File: config.mk
export PLATFORM = sky130hd
export DESIGN_NAME = muldiv_sequencer_flat
export DESIGN_NICKNAME = d
export VERILOG_FILES = /design/src/rtl/muldiv_sequencer_if.sv /design/src/rtl/muldiv_sequencer.sv /design/src/flat_wrapper.sv
export SDC_FILE = /design/constraint.sdc
export NUM_CORES = 1
export LEC_CHECK = 0
export CELL_PAD_IN_SITES_DETAIL_PLACEMENT = 1
export CELL_PAD_IN_SITES_GLOBAL_PLACEMENT = 1
export CORE_UTILIZATION = 40
export CTS_CLUSTER_SIZE = 24
export DETAILED_ROUTE_END_ITERATION = 6
export HOLD_SLACK_MARGIN = 0.15
export PLACE_DENSITY_LB_ADDON = 0.05
export SLEW_MARGIN = 20
export SYNTH_ARGS = -nofsm -noshare
export SYNTH_HDL_FRONTEND = slang
export SYNTH_SLANG_ARGS = --single-unit
File: constraint.sdc
create_clock -name clk_i -period 13.85 [get_ports clk_i]
set_input_delay 2.0775 -clock clk_i [delete_from_list [all_inputs] [get_ports clk_i]]
set_output_delay 2.0775 -clock clk_i [all_outputs]
set_load 0.01 [all_outputs]
File: src/rtl/muldiv_sequencer_if.sv
// Handshake and data bundle between the EX stage and the RV32M multiply/divide
// sequencer. The pipeline side drives the master modport; the sequencer takes
// the slave modport.
interface muldiv_sequencer_if #(
    parameter int XLEN = 32
);
    logic            start;
    logic [2:0]      func3;
    logic [XLEN-1:0] rs1_data;
    logic [XLEN-1:0] rs2_data;
    logic [4:0]      rd_addr_in;
    logic            flush;
    logic            busy;
    logic            stall;
    logic            done;
    logic [XLEN-1:0] result;
    logic [4:0]      rd_addr_out;

    modport master (
        output start, func3, rs1_data, rs2_data, rd_addr_in, flush,
        input  busy, stall, done, result, rd_addr_out
    );

    modport slave (
        input  start, func3, rs1_data, rs2_data, rd_addr_in, flush,
        output busy, stall, done, result, rd_addr_out
    );
endinterface

File: src/rtl/muldiv_sequencer.sv
// RV32M multi-cycle sequencer: 32-step shift-add multiplier and 32-step
// restoring divider working on operand magnitudes, with a sign fix-up on the
// last step and the RISC-V divide-by-zero / overflow cases resolved at issue.
//
// state | meaning
// IDLE  | waiting for an M instruction; stall follows start combinationally
// CALC  | one multiply or divide step per cycle, counter 0..31
// DONE  | result registered, done pulses for this single cycle
module muldiv_sequencer #(
    parameter int XLEN  = 32,
    parameter int CNT_W = 5
) (
    input  logic                clk_i,
    input  logic                rst_n_i,
    muldiv_sequencer_if.slave   bus_io
);

    typedef enum logic [1:0] {
        ST_IDLE = 2'd0,
        ST_CALC = 2'd1,
        ST_DONE = 2'd2
    } state_t;

    localparam logic [2:0] F3_MUL    = 3'b000;
    localparam logic [2:0] F3_MULHSU = 3'b010;
    localparam logic [2:0] F3_MULHU  = 3'b011;
    localparam logic [2:0] F3_DIVU   = 3'b101;
    localparam logic [2:0] F3_REMU   = 3'b111;
    localparam logic [XLEN-1:0] MIN_NEG  = {1'b1, {(XLEN-1){1'b0}}};
    localparam logic [XLEN-1:0] ALL_ONES = '1;
    localparam logic [CNT_W-1:0] LAST_CNT = CNT_W'(XLEN - 1);

    state_t            state_q, state_d;
    logic [CNT_W-1:0]  cnt_q, cnt_d;
    logic [2:0]        func3_q, func3_d;
    logic [4:0]        rd_q, rd_d;
    logic [XLEN-1:0]   a_mag_q, a_mag_d;
    logic [XLEN-1:0]   b_mag_q, b_mag_d;
    logic              sign_a_q, sign_a_d;
    logic              sign_b_q, sign_b_d;
    logic [2*XLEN-1:0] acc_q, acc_d;
    logic [XLEN:0]     rem_q, rem_d;
    logic [XLEN-1:0]   quo_q, quo_d;
    logic [XLEN-1:0]   result_q, result_d;
    logic [4:0]        rd_out_q, rd_out_d;

    logic              busy, stall, done;

    // Issue-side decode of the incoming instruction.
    logic              in_a_signed, in_b_signed;
    logic              in_a_neg, in_b_neg;
    logic [XLEN-1:0]   in_a_mag, in_b_mag;
    logic              in_div_zero, in_div_ovf;
    logic [XLEN-1:0]   special_res;

    // One iteration of each datapath, plus the signed final values.
    logic [XLEN:0]     mul_sum;
    logic [2*XLEN-1:0] mul_acc_step;
    logic [2*XLEN-1:0] prod_signed;
    logic [XLEN:0]     div_shift, div_diff, div_rem_step;
    logic              div_ge;
    logic [XLEN-1:0]   div_quo_step;
    logic [XLEN-1:0]   quo_signed, rem_signed;
    logic [XLEN-1:0]   final_res;
    logic              neg_res;

    // Operand decode, one datapath step and final sign correction.
    always_comb begin
        in_a_signed = (bus_io.func3 != F3_MULHU) && (bus_io.func3 != F3_DIVU) &&
                      (bus_io.func3 != F3_REMU);
        in_b_signed = in_a_signed && (bus_io.func3 != F3_MULHSU);
        in_a_neg    = in_a_signed && bus_io.rs1_data[XLEN-1];
        in_b_neg    = in_b_signed && bus_io.rs2_data[XLEN-1];
        in_a_mag    = in_a_neg ? (~bus_io.rs1_data + 1'b1) : bus_io.rs1_data;
        in_b_mag    = in_b_neg ? (~bus_io.rs2_data + 1'b1) : bus_io.rs2_data;

        in_div_zero = bus_io.func3[2] && (bus_io.rs2_data == '0);
        // Only DIV/REM (func3 100/110) are signed divides.
        in_div_ovf  = bus_io.func3[2] && !bus_io.func3[0] &&
                      (bus_io.rs1_data == MIN_NEG) && (bus_io.rs2_data == ALL_ONES);
        if (in_div_zero) begin
            special_res = bus_io.func3[1] ? bus_io.rs1_data : ALL_ONES;
        end else begin
            special_res = bus_io.func3[1] ? '0 : MIN_NEG;
        end

        // Right-shifting accumulator: the multiplier sits in the low half and
        // is consumed LSB first while partial sums build up in the high half.
        mul_sum      = {1'b0, acc_q[2*XLEN-1:XLEN]} + (acc_q[0] ? {1'b0, a_mag_q} : '0);
        mul_acc_step = {mul_sum, acc_q[XLEN-1:1]};

        // Restoring step: the dividend shifts out of quo_q MSB first while
        // quotient bits shift in at the bottom.
        div_shift    = {rem_q[XLEN-1:0], quo_q[XLEN-1]};
        div_diff     = div_shift - {1'b0, b_mag_q};
        div_ge       = !div_diff[XLEN];
        div_rem_step = div_ge ? div_diff : div_shift;
        div_quo_step = {quo_q[XLEN-2:0], div_ge};

        neg_res     = sign_a_q ^ sign_b_q;
        prod_signed = neg_res ? (~mul_acc_step + 1'b1) : mul_acc_step;
        quo_signed  = neg_res ? (~div_quo_step + 1'b1) : div_quo_step;
        rem_signed  = sign_a_q ? (~div_rem_step[XLEN-1:0] + 1'b1) : div_rem_step[XLEN-1:0];

        if (func3_q[2]) begin
            final_res = func3_q[1] ? rem_signed : quo_signed;
        end else if (func3_q == F3_MUL) begin
            final_res = prod_signed[XLEN-1:0];
        end else begin
            final_res = prod_signed[2*XLEN-1:XLEN];
        end
    end

    // Next-state, datapath next values and handshake outputs.
    always_comb begin
        state_d  = state_q;
        cnt_d    = cnt_q;
        func3_d  = func3_q;
        rd_d     = rd_q;
        a_mag_d  = a_mag_q;
        b_mag_d  = b_mag_q;
        sign_a_d = sign_a_q;
        sign_b_d = sign_b_q;
        acc_d    = acc_q;
        rem_d    = rem_q;
        quo_d    = quo_q;
        result_d = result_q;
        rd_out_d = rd_out_q;

        busy  = (state_q == ST_CALC);
        done  = (state_q == ST_DONE) && !bus_io.flush;
        stall = rst_n_i && !bus_io.flush &&
                (((state_q == ST_IDLE) && bus_io.start) || (state_q == ST_CALC));

        if (bus_io.flush) begin
            state_d = ST_IDLE;
        end else begin
            unique case (state_q)
                ST_IDLE: begin
                    if (bus_io.start) begin
                        func3_d  = bus_io.func3;
                        rd_d     = bus_io.rd_addr_in;
                        a_mag_d  = in_a_mag;
                        b_mag_d  = in_b_mag;
                        sign_a_d = in_a_neg;
                        sign_b_d = in_b_neg;
                        cnt_d    = '0;
                        acc_d    = {{XLEN{1'b0}}, in_b_mag};
                        rem_d    = '0;
                        quo_d    = in_a_mag;
                        if (in_div_zero || in_div_ovf) begin
                            result_d = special_res;
                            rd_out_d = bus_io.rd_addr_in;
                            state_d  = ST_DONE;
                        end else begin
                            state_d  = ST_CALC;
                        end
                    end
                end
                ST_CALC: begin
                    acc_d = mul_acc_step;
                    rem_d = div_rem_step;
                    quo_d = div_quo_step;
                    cnt_d = cnt_q + 1'b1;
                    if (cnt_q == LAST_CNT) begin
                        result_d = final_res;
                        rd_out_d = rd_q;
                        state_d  = ST_DONE;
                    end
                end
                ST_DONE: begin
                    state_d = ST_IDLE;
                end
                default: begin
                    state_d = ST_IDLE;
                end
            endcase
        end
    end

    // FSM state register.
    always_ff @(posedge clk_i) begin
        if (!rst_n_i) begin
            state_q <= ST_IDLE;
        end else begin
            state_q <= state_d;
        end
    end

    // Datapath, latched operands and output registers.
    always_ff @(posedge clk_i) begin
        if (!rst_n_i) begin
            cnt_q    <= '0;
            func3_q  <= '0;
            rd_q     <= '0;
            a_mag_q  <= '0;
            b_mag_q  <= '0;
            sign_a_q <= 1'b0;
            sign_b_q <= 1'b0;
            acc_q    <= '0;
            rem_q    <= '0;
            quo_q    <= '0;
            result_q <= '0;
            rd_out_q <= '0;
        end else begin
            cnt_q    <= cnt_d;
            func3_q  <= func3_d;
            rd_q     <= rd_d;
            a_mag_q  <= a_mag_d;
            b_mag_q  <= b_mag_d;
            sign_a_q <= sign_a_d;
            sign_b_q <= sign_b_d;
            acc_q    <= acc_d;
            rem_q    <= rem_d;
            quo_q    <= quo_d;
            result_q <= result_d;
            rd_out_q <= rd_out_d;
        end
    end

    assign bus_io.busy        = busy;
    assign bus_io.stall       = stall;
    assign bus_io.done        = done;
    assign bus_io.result      = result_q;
    assign bus_io.rd_addr_out = rd_out_q;

endmodule
File: src/flat_wrapper.sv
// flat-port wrapper written by rule: the top's interface ports become plain ports
module muldiv_sequencer_flat 
#(
    parameter int XLEN  = 32,
    parameter int CNT_W = 5
)
  (clk_i, rst_n_i, bus_io_start, bus_io_func3, bus_io_rs1_data, bus_io_rs2_data, bus_io_rd_addr_in, bus_io_flush, bus_io_busy, bus_io_stall, bus_io_done, bus_io_result, bus_io_rd_addr_out);
  muldiv_sequencer_if #(.XLEN(XLEN)) bus_io_i ();
  input  logic clk_i;
  input  logic rst_n_i;
  input wire logic [$bits(bus_io_i.start)-1:0] bus_io_start;
  input wire logic [$bits(bus_io_i.func3)-1:0] bus_io_func3;
  input wire logic [$bits(bus_io_i.rs1_data)-1:0] bus_io_rs1_data;
  input wire logic [$bits(bus_io_i.rs2_data)-1:0] bus_io_rs2_data;
  input wire logic [$bits(bus_io_i.rd_addr_in)-1:0] bus_io_rd_addr_in;
  input wire logic [$bits(bus_io_i.flush)-1:0] bus_io_flush;
  output wire logic [$bits(bus_io_i.busy)-1:0] bus_io_busy;
  output wire logic [$bits(bus_io_i.stall)-1:0] bus_io_stall;
  output wire logic [$bits(bus_io_i.done)-1:0] bus_io_done;
  output wire logic [$bits(bus_io_i.result)-1:0] bus_io_result;
  output wire logic [$bits(bus_io_i.rd_addr_out)-1:0] bus_io_rd_addr_out;
  assign bus_io_i.start = bus_io_start;
  assign bus_io_i.func3 = bus_io_func3;
  assign bus_io_i.rs1_data = bus_io_rs1_data;
  assign bus_io_i.rs2_data = bus_io_rs2_data;
  assign bus_io_i.rd_addr_in = bus_io_rd_addr_in;
  assign bus_io_i.flush = bus_io_flush;
  assign bus_io_busy = bus_io_i.busy;
  assign bus_io_stall = bus_io_i.stall;
  assign bus_io_done = bus_io_i.done;
  assign bus_io_result = bus_io_i.result;
  assign bus_io_rd_addr_out = bus_io_i.rd_addr_out;
  muldiv_sequencer #(.XLEN(XLEN), .CNT_W(CNT_W)) u_core (.clk_i(clk_i), .rst_n_i(rst_n_i), .bus_io(bus_io_i));
endmodule
# --- Yosys cells after proc, flatten, opt, wreduce, memory -nomap -nowiden ---
# Cells that the tools add are included.
word_totals:
  ff_bits: 246
  in_bits: 76
  output_inout_bits: 40
  word_cells: 101
op_classes:
  add_sub_neg: 8
  n_eq_ne: 12
  n_mux: 33
  bitwise: 8
  reduce_logical: 27
op_table:
  columns: ["op", "count"]
  rows:
  - ["$mux W32", 17]
  - ["$pmux W32 S2", 3]
  - ["$add A32 B1 Y32 const B", 4]
  - ["$mux W64", 2]
  - ["$not A32 Y32", 4]
  - ["$pmux W64 S2", 1]
  - ["$add A64 B1 Y64 const B", 1]
  - ["$eq A32 B32 Y1 const B", 2]
  - ["$not A64 Y64", 1]
  - ["$add A32 B33 Y33", 1]
  - ["$sub A33 B32 Y33", 1]
  - ["$logic_not A32 Y1", 1]
  - ["$mux W5", 4]
  - ["$pmux W5 S2", 2]
  - ["$logic_and A1 B1 Y1", 13]
  - ["$mux W2", 3]
  - ["$ne A3 B2 Y1 const B", 2]
  - ["$ne A3 B3 Y1 const B", 2]
  - ["$reduce_and A3 Y1", 2]
  - ["$add A5 B1 Y5 const B", 1]
  - ["$eq A5 B5 Y1 const B", 1]
  - ["$reduce_and A5 Y1", 1]
  - ["$ne A2 B2 Y1 const B", 2]
  - ["$pmux W2 S2", 1]
  - ["other kinds (12)", 16]

# --- Depth between registers and ports, before layout ---
# Gate-level depths: netlist of the first run.
depth:
  ltp_word: 9
  ltp_mapped: 26
  mapped_depth_nobuf: 23

# --- Worst setup path before layout of the first run ---
# No wires, ideal clock.
synth_timing:
  path_type: "register to register"
  startpoint: "register u_core.quo_q[31]"
  endpoint: "register u_core.result_q[28] (netlist: u_core.bus_io.result[28])"
  arrival_time_ns: 5.402
  slack_ns: 8.329
  stages_incl_launch_ff: 25
  path_buffers: 3
  synth_period_minus_slack_ns: 5.521
  cell_sequence: "dfxtp_1 -> inv_1 -> ha_1 -> fa_1 -> nor2b_1 -> o31a_1 -> o211ai_1 -> a2111oi_2 -> o21a_1 -> nor2_2 -> inv_2 -> buf_2 -> clkbuf_1 -> buf_1 -> a21boi_0 -> inv_1 -> ha_1 -> nand2_1 -> or3_1 -> or3_1 -> a22o_1 -> o41ai_1 -> xnor2_1 -> a21oi_1 -> a211o_1"
synth_between:
  elab_chain_len: 9
  word_cells_on_any_way: 13
  classes_between: "3 x add/sub; 7 x mux; 2 x bitwise; 1 x reduce/logical"
synth_lines:
  columns: ["item", "line_no", "source"]
  rows:
  - ["start: declaration", "muldiv_sequencer.sv:43", "logic [XLEN-1:0] quo_q, quo_d;"]
  - ["start signal: assignment", "muldiv_sequencer.sv:215", "quo_q <= quo_d;"]
  - ["$sub A33 B32 Y33", "muldiv_sequencer.sv:95", "div_diff = div_shift - {1'b0, b_mag_q};"]
  - ["$mux W32 or $logic_not A1 Y1 (tied branches)", "muldiv_sequencer.sv:97, muldiv_sequencer.sv:96", null]
  - ["$not A32 Y32 (on tied branches)", "muldiv_sequencer.sv:103, muldiv_sequencer.sv:102", null]
  - ["$add A32 B1 Y32 (on tied branches)", "muldiv_sequencer.sv:103, muldiv_sequencer.sv:102", null]
  - ["$mux W32 (on tied branches)", "muldiv_sequencer.sv:103, muldiv_sequencer.sv:102", null]
  - ["$mux W32 (*)", "muldiv_sequencer.sv:106", "final_res = func3_q[1] ? rem_signed : quo_signed;"]
  - ["$mux W32 (*)", "muldiv_sequencer.sv:105", "if (func3_q[2]) begin"]
  - ["$mux W32 (*)", "muldiv_sequencer.sv:165", "if (cnt_q == LAST_CNT) begin"]
  - ["$pmux W32 S2 (*)", "muldiv_sequencer.sv:138", "unique case (state_q)"]
  - ["end signal: assignment", "muldiv_sequencer.sv:216", "result_q <= result_d;"]
  - ["end: declaration", "muldiv_sequencer.sv:44", "logic [XLEN-1:0] result_q, result_d;"]
# Mark *: on every way between the ends. The rest lies on a longest branch, timed or not. The select of a mux whose other input is x is not followed.
# A chain may end at the register's enable or synchronous reset.

# --- Final worst setup path of the first run ---
# Ends and elaborated chain as after synthesis.

==> results.tsv, run 1 <==
stage	metric	value	unit
global_routing	overflow	0	
clocking	cts_hold_buffers	0	
logic_synthesis	synthesis.area	18890	um2
global_routing	grt_max_degree	93	
route	via_per_inst	6.407	
route	wl_per_cell	27.02	um
logic_synthesis	synth_cell_types	94	
floorplan	die_x	219.3	um
clocking	cts_tree	done	
power_and_ir_drop	combPwrFrac	0.296	
setup_path	crit_fanout	51	
clocking	clk_latency	0.57	ns
timing	timing.fmax	151.7	MHz
timing	finClkSkew	0.02184	ns
logic_synthesis	ys_seq_elements	246	
power_and_ir_drop	p_sw	0.0009175	W
power_and_ir_drop	switching_share	0.3667	
global_routing	grt_pass1_wl	128.9	mm
floorplan	ios	116	
route	drt-initial-drc-count	1846	
global_routing	grt_pass1_vias	19880	
logic_synthesis	postSynthAreaPerCell	7.318	um2
floorplan	core_area	46560	um2
clocking	cts_max_level	2	
global_routing	track_usage	0.3563	
final_layout	syn_to_final_growth	14.72	%
power_and_ir_drop	power_density	115.5	nW/um2
timing	setup_tns	0	ns
final_layout	layoutNonFillerInstCount	3224	
power_and_ir_drop	clkPwrFrac	0.396	
job	maxCapViolations	0	
timing	max_slew.worst_pin.slew	1.094	ns
clocking	clkSinkCount	246	
logic_synthesis	async_flop_share	0	
timing	slew_viol_final	0	
logic_synthesis	yosysWarnings	0	
floorplan	start_util	0.4057	
clocking	cts_setup_buffers	0	
logic_synthesis	synth_ff_type	dfxtp_1	
route	finalWirelength	87.11	mm
clocking	cts_resized	0	
setup_path	crit_required	14.30	ns
clocking	clkTransAtPathRegs	0.06	ns
logic_synthesis	synthTopCellsByArea	dfxtp_1, a21oi_1, xnor2_1, nor2_1, nand2_1	
setup_path	end_kind	flip-flop	
setup_path	crit_arrival	7.04	ns
logic_synthesis	synth_seq_area_share	0.2607	
clocking	clk_path_buf_depth	3	
floorplan	placementRows	79	
floorplan	die-area	48090	um2
power_and_ir_drop	leakage	8.064	nW
logic_synthesis	synth_top_area_share	0.2607	
placement	dp_cells	3161	
timing	min_period	6.593	ns
worst_hold_path	hold_class	flip-flop to flip-flop	
power_and_ir_drop	p_total	0.002502	W
clocking	cts_made_buffers	35	
logic_synthesis	synthCells	2581	
power_and_ir_drop	ir_drop	0.1151	mV
placement	gp_congestion	0.9730	
floorplan	dieHeight	219.3	um
logic_synthesis	synth_top_area_cell	dfxtp_1	
power_and_ir_drop	p_int	0.001584	W
logic_synthesis	syn_nets	2731	
timing	hold_violations	0	
clocking	root_buffer	clkbuf_16	
timing	min_period_over_period	0.4760	
route	num_vias	20660	
placement	port_buffers	115	
global_routing	antenna_found_initial	4	
timing	slew_headroom	0.2680	
final_layout	drive_gt1_frac	0.04893	
route	drtAntennaViolNets	0	
route	drtPass1Iterations	5	
power_and_ir_drop	seqPwrFrac	0.308	
final_layout	fin_nets	2741	
timing	rsz0062_at_grt	no	
outcome	status	finished, final reports clean	
setup_path	worstSetupPathType	flip-flop to flip-flop	
setup_path	start_kind	flip-flop	
placement	place.detailed.hpwl	66.16	mm
route	drc_errors	0	
logic_synthesis	synth_edf_count	0	
timing	finalSetupViolCount	0	
[cell type report]
class                   count  area, um2
multi-input cells        2093      13100
clock buffers              46      977.2
clock inverters            16      277.8
fillers                  5794      24890
diodes                      1      2.502
flip-flops and latches    246       4925
inverters                  75      286.5
well taps                 607      759.5
repair buffers            140       1339
[cell usage after synthesis (all sizes together) (6+ instances only)]
library cell	instances
nor2	303
or3	38
xnor2	132
and3	18
nor3	60
o31ai	31
buf	23
ha	72
nand4	27
a211o	8
dfxtp	246
nand2b	20
a41oi	6
a311oi	9
a21oi	257
inv	74
o22ai	16
o41ai	20
nor4	25
a211oi	76
a2111oi	7
a21o	28
nor2b	9
a21boi	9
o21ai	196
a22oi	73
a31oi	45
o21a	28
a221oi	9
mux2i	15
xor2	93
nand2	253
o211ai	27
clkbuf	144
and2	57
nand3	24
o31a	7
or4	13
[layout by cell type (no fill, tap or decap), types with 27 or more instances in the layout]
cell and instances:
inv_1 72, xor2_1 92, dfxtp_1 246, a31oi_1 45, a21oi_1 255, a211oi_1 76, and2_1 57, a22oi_1 73
o211ai_1 27, clkbuf_16 35, nor2_1 301, a21o_1 28, o31ai_1 30, o21ai_0 186, ha_1 72, or3_1 33
nor3_1 58, nand4_1 27, xnor2_1 131, nand2_1 253, clkdlybuf4s50_1 115, o21a_1 28
[sequential cells by signal (all words and copies together), names as in the netlist, 5 cells and up]
name                       flops
u_core.b_mag_q                32
u_core.bus_io.rd_addr_out      5
u_core.cnt_q                   5
u_core.quo_q                  32
u_core.rd_q                    5
u_core.rem_q                  32
u_core.acc_q                  64
u_core.bus_io.result          32
u_core.a_mag_q                32
[per-stage QoR]
step	cell area, um2	hold slack, ns	worst slack (ns)	utilization
after floorplan	18890	0.4145	8.329	-
after global placement	20410	0.4364	7.604	0.4384
after detailed placement	20410	0.4414	7.467	0.4384
after CTS	21660	0.4545	7.434	0.4653
after global routing	21660	0.4720	6.889	0.4653
final	21670	0.4546	7.257	0.4654
[final timing paths]
kind	start	end	slack, ns	depth (start not counted)
worst min-delay path	u_core.b_mag_q[16]$_SDFFE_PN0P_	u_core.b_mag_q[16]$_SDFFE_PN0P_	0.45	2
worst max register to register	u_core.quo_q[31]$_SDFFE_PN0P_	u_core.bus_io.result[28]$_SDFFE_PN0P_	7.26	22
worst max-delay path	u_core.quo_q[31]$_SDFFE_PN0P_	u_core.bus_io.result[28]$_SDFFE_PN0P_	7.26	22
worst min register to register	u_core.b_mag_q[16]$_SDFFE_PN0P_	u_core.b_mag_q[16]$_SDFFE_PN0P_	0.45	2
[critical path, stage by stage, from the launching register on]
cell       delay, ns
dfxtp_1         0.40
inv_1           0.08
ha_1            0.24
fa_1            0.42
nor2b_1         0.24
o31a_1          0.22
o211ai_1        0.23
a2111oi_2       0.56
o21a_1          0.37
nor2_4          0.07
inv_2           0.66
a21boi_0        0.27
inv_1           0.14
ha_1            0.23
nand2_1         0.07
a21oi_1         0.30
nor4b_1         0.29
nand4_1         0.15
a22o_1          0.35
o41ai_1         0.51
xnor2_1         0.25
a21oi_1         0.12
a211o_1         0.28
[per-layer routing]
layer  share of wire  up-vias  track usage
li1                -     9412            -
met2            0.44      770       0.5514
met4           0.032        4       0.1215
met5         0.00034        -            0
met1            0.45    10320       0.4938
met3           0.074      153      0.06334
[cells by family (layout without fill, tap and decap cells)]
kind of cell | after synthesis | after routing | synth area share
fa+ha+maj | 74 | 74 | 0.04982
flops | 246 | 246 | 0.2607
simple gates | 872 | 872 | 0.2180
mux | 18 | 18 | 0.009738
xor+xnor | 225 | 225 | 0.1043
buf+inv | 242 | 277 | 0.04949
compound gates | 904 | 904 | 0.3079
other cells | 0 | 1 | 0
[power groups by stage]
| stage | Sequential [W] | Combinational (W) | Clock [W] |
|---|---|---|---|
| 2_1_floorplan | 0.000767 | 0.000468 | 0 |
| 3_3_place_gp | 0.000783 | 0.000710 | 0 |
| 3_5_place_dp | 0.000784 | 0.000716 | 0 |
| 4_1_cts | 0.000769 | 0.000723 | 0.00101 |
| 5_1_grt | 0.000772 | 0.000786 | 0.00103 |
| 6_report | 0.000770 | 0.000740 | 0.000992 |
Note: power is estimated with default switching activity, not from simulation.
==> run 2, diff against run 1 <==
Clock period 13.85 ns to 6.5 ns, I/O delays scaled along.
==> results.tsv, run 2 (synthesized netlist as in run 1, its figures left out) <==
stage	metric	value	unit
floorplan	dieHeight	219.3	um
setup_path	end_kind	flip-flop	
timing	slew_headroom	0.3212	
global_routing	grt.met3_usage	0.05142	
clocking	clkTransAtPathRegs	0.06	ns
timing	min_period	6.031	ns
setup_path	worstSetupPathType	flip-flop to flip-flop	
timing	fin_ws	0.4688	ns
clocking	cts_max_level	2	
global_routing	grt_max_degree	161	
setup_path	start_kind	flip-flop	
global_routing	grt_pass1_vias	19990	
clocking	cts_made_buffers	35	
setup_path	crit_arrival	6.44	ns
route	finalWirelength	86.79	mm
route	drc_errors	0	
route	wl_per_cell	26.85	um
floorplan	placementRows	79	
power_and_ir_drop	leakage	8.115	nW
clocking	clkSinkCount	246	
global_routing	grt_pass1_wl	128.9	mm
final_layout	fin_nets	2751	
clocking	clk_latency	0.55	ns
clocking	root_buffer	clkbuf_16	
clocking	cts_hold_buffers	0	
timing	finClkSkew	0.02309	ns
route	via_per_inst	6.324	
setup_path	regToRegEndpoint	u_core.bus_io.result[14]$_SDFFE_PN0P_	
route	drtAntennaViolNets	0	
clocking	clk_path_buf_depth	3	
global_routing	antenna_found_initial	3	
timing	min_period_over_period	0.9279	
timing	setup_tns	0	ns
timing	timing.fmax	165.8	MHz
final_layout	drive_gt1_frac	0.05109	
final_layout	syn_to_final_growth	15.12	%
final_layout	multi_input_area	13090	um2
global_routing	overflow	0	
timing	finalSetupViolCount	0	
placement	gp_congestion	1.028	
global_routing	use_met1	0.4978	
global_routing	track_usage	0.3559	
setup_path	reg2reg_depth	22	
final_layout	layout_common_cells	nor2_1, a21oi_1, nand2_1	
placement	dp_cells	3171	
clocking	cts_tree	done	
floorplan	core_area	46560	um2
final_layout	fill_cells	5723	
worst_hold_path	hold_depth	2	
global_routing	grtUsageMet2	0.5570	
setup_path	timing.rr.start	u_core.quo_q[31]$_SDFFE_PN0P_	
floorplan	ios	116	
final_layout	largest_register_ffs	64	
clocking	cts_resized	0	
worst_hold_path	hold_class	flip-flop to flip-flop	
outcome	status	finished, final reports clean	
final_layout	layoutNonFillerInstCount	3233	
timing	slew_viol_final	0	
setup_path	r2r_slack	0.47	ns
final_layout	seq_area	4925	um2
clocking	cts_setup_buffers	0	
timing	rsz0062_at_grt	no	
worst_hold_path	holdPathEnd	u_core.a_mag_q[25]$_SDFFE_PN0P_	
power_and_ir_drop	power_density	246.4	nW/um2
route	drt-initial-drc-count	1913	
placement	pre_cts_ws	0.5827	ns
placement	place.detailed.hpwl	66.43	mm
placement	port_buffers	115	
route	num_vias	20440	
final_layout	layout_commonest_cell	nor2_1	
route	drtPass1Iterations	5	
floorplan	start_util	0.4057	
job	maxCapViolations	0	
final_layout	regMostFlops	u_core.acc_q	
setup_path	crit_required	6.91	ns
worst_hold_path	min_from	u_core.a_mag_q[25]$_SDFFE_PN0P_	
global_routing	grt_most_used_layer	met2	
timing	max_slew.worst_pin.slew	1.018	ns
power_and_ir_drop	ir_drop	0.2006	mV
setup_path	crit_fanout	13	
floorplan	die_x	219.3	um
floorplan	die-area	48090	um2
timing	hold_violations	0	
[run 2: changes by cell type in the layout (fill, tap and decap cells not counted), moves of 2 or more]
cell / before / now
buf_4: 25 / 34
clkbuf_16: 35 / 37
clkbuf_8: 6 / 10
clkinv_2: 4 / 2
clkinv_8: 2 / 0
diode_2: 1 / 3
[run 2: stage by stage]
| stage | cell area [um2] | power (W) | hold WS (ns) | util |
|---|---|---|---|---|
| floorplan | 18890 | 0.002633 | 0.4145 | - |
| global placement | 20490 | 0.003193 | 0.4381 | 0.4401 |
| detailed placement | 20490 | 0.003214 | 0.4399 | 0.4401 |
| CTS | 21740 | 0.005345 | 0.4521 | 0.4669 |
| global route | 21740 | 0.005539 | 0.4775 | 0.4669 |
| finish | 21740 | 0.005358 | 0.4477 | 0.4670 |
[run 2: metal layers]
layer / up-vias / wire length, um
li1: 9426 / -
met1: 10230 / 39670
met2: 637 / 38370
met3: 149 / 5889
met4: 2 / 2845
met5: - / 13
[run 2: cell type report]
class | instances | area share
timing repair buffer | 150 | 0.06560
sequential | 246 | 0.2265
antenna | 3 | 0.0003453
multi-input combinational | 2093 | 0.6021
tap | 607 | 0.03493
clock buffer | 51 | 0.04960
inverter | 75 | 0.01318
clock inverter | 8 | 0.007711
[run 2: critical path, stage by stage (launching register included)]
cell and delay [ns]:
dfxtp_1 0.38, inv_1 0.09, ha_1 0.23, fa_1 0.41, nor2b_1 0.22, o31a_1 0.20, o211ai_1 0.21, a2111oi_2 0.56
o21a_1 0.33, nor2_4 0.08, inv_2 0.21, a21boi_0 0.17, inv_1 0.11, ha_1 0.21, nand2_1 0.07, a21oi_1 0.31
nand4_1 0.21, o32a_1 0.39, o21ai_0 0.27, xnor2_1 0.21, nor2_1 0.12, o311ai_0 0.72, a31oi_1 0.16
[run 2: how the worst max path moves through the flow]
stage	slack [ns]	from	end
after floorplan	0.98	u_core.quo_q[31]$_SDFFE_PN0P_	u_core.bus_io.result[28]$_SDFFE_PN0P_
after global placement	0.73	u_core.quo_q[31]$_SDFFE_PN0P_	u_core.bus_io.result[12]$_SDFFE_PN0P_
after global routing	0.03	u_core.quo_q[31]$_SDFFE_PN0P_	u_core.bus_io.result[14]$_SDFFE_PN0P_
after detailed placement	0.58	u_core.quo_q[31]$_SDFFE_PN0P_	u_core.bus_io.result[14]$_SDFFE_PN0P_
final	0.47	u_core.quo_q[31]$_SDFFE_PN0P_	u_core.bus_io.result[14]$_SDFFE_PN0P_
after CTS	0.50	u_core.quo_q[31]$_SDFFE_PN0P_	u_core.bus_io.result[14]$_SDFFE_PN0P_
[run 2: where the power goes]
group / internal (W) / leakage [nW] / switching, W
Clock: 0.00134 / 0.611 / 0.000779
Sequential: 0.00157 / 2.00 / 0.0000764
Combinational: 0.000510 / 5.51 / 0.00109
Total: 0.00342 / 8.11 / 0.00194
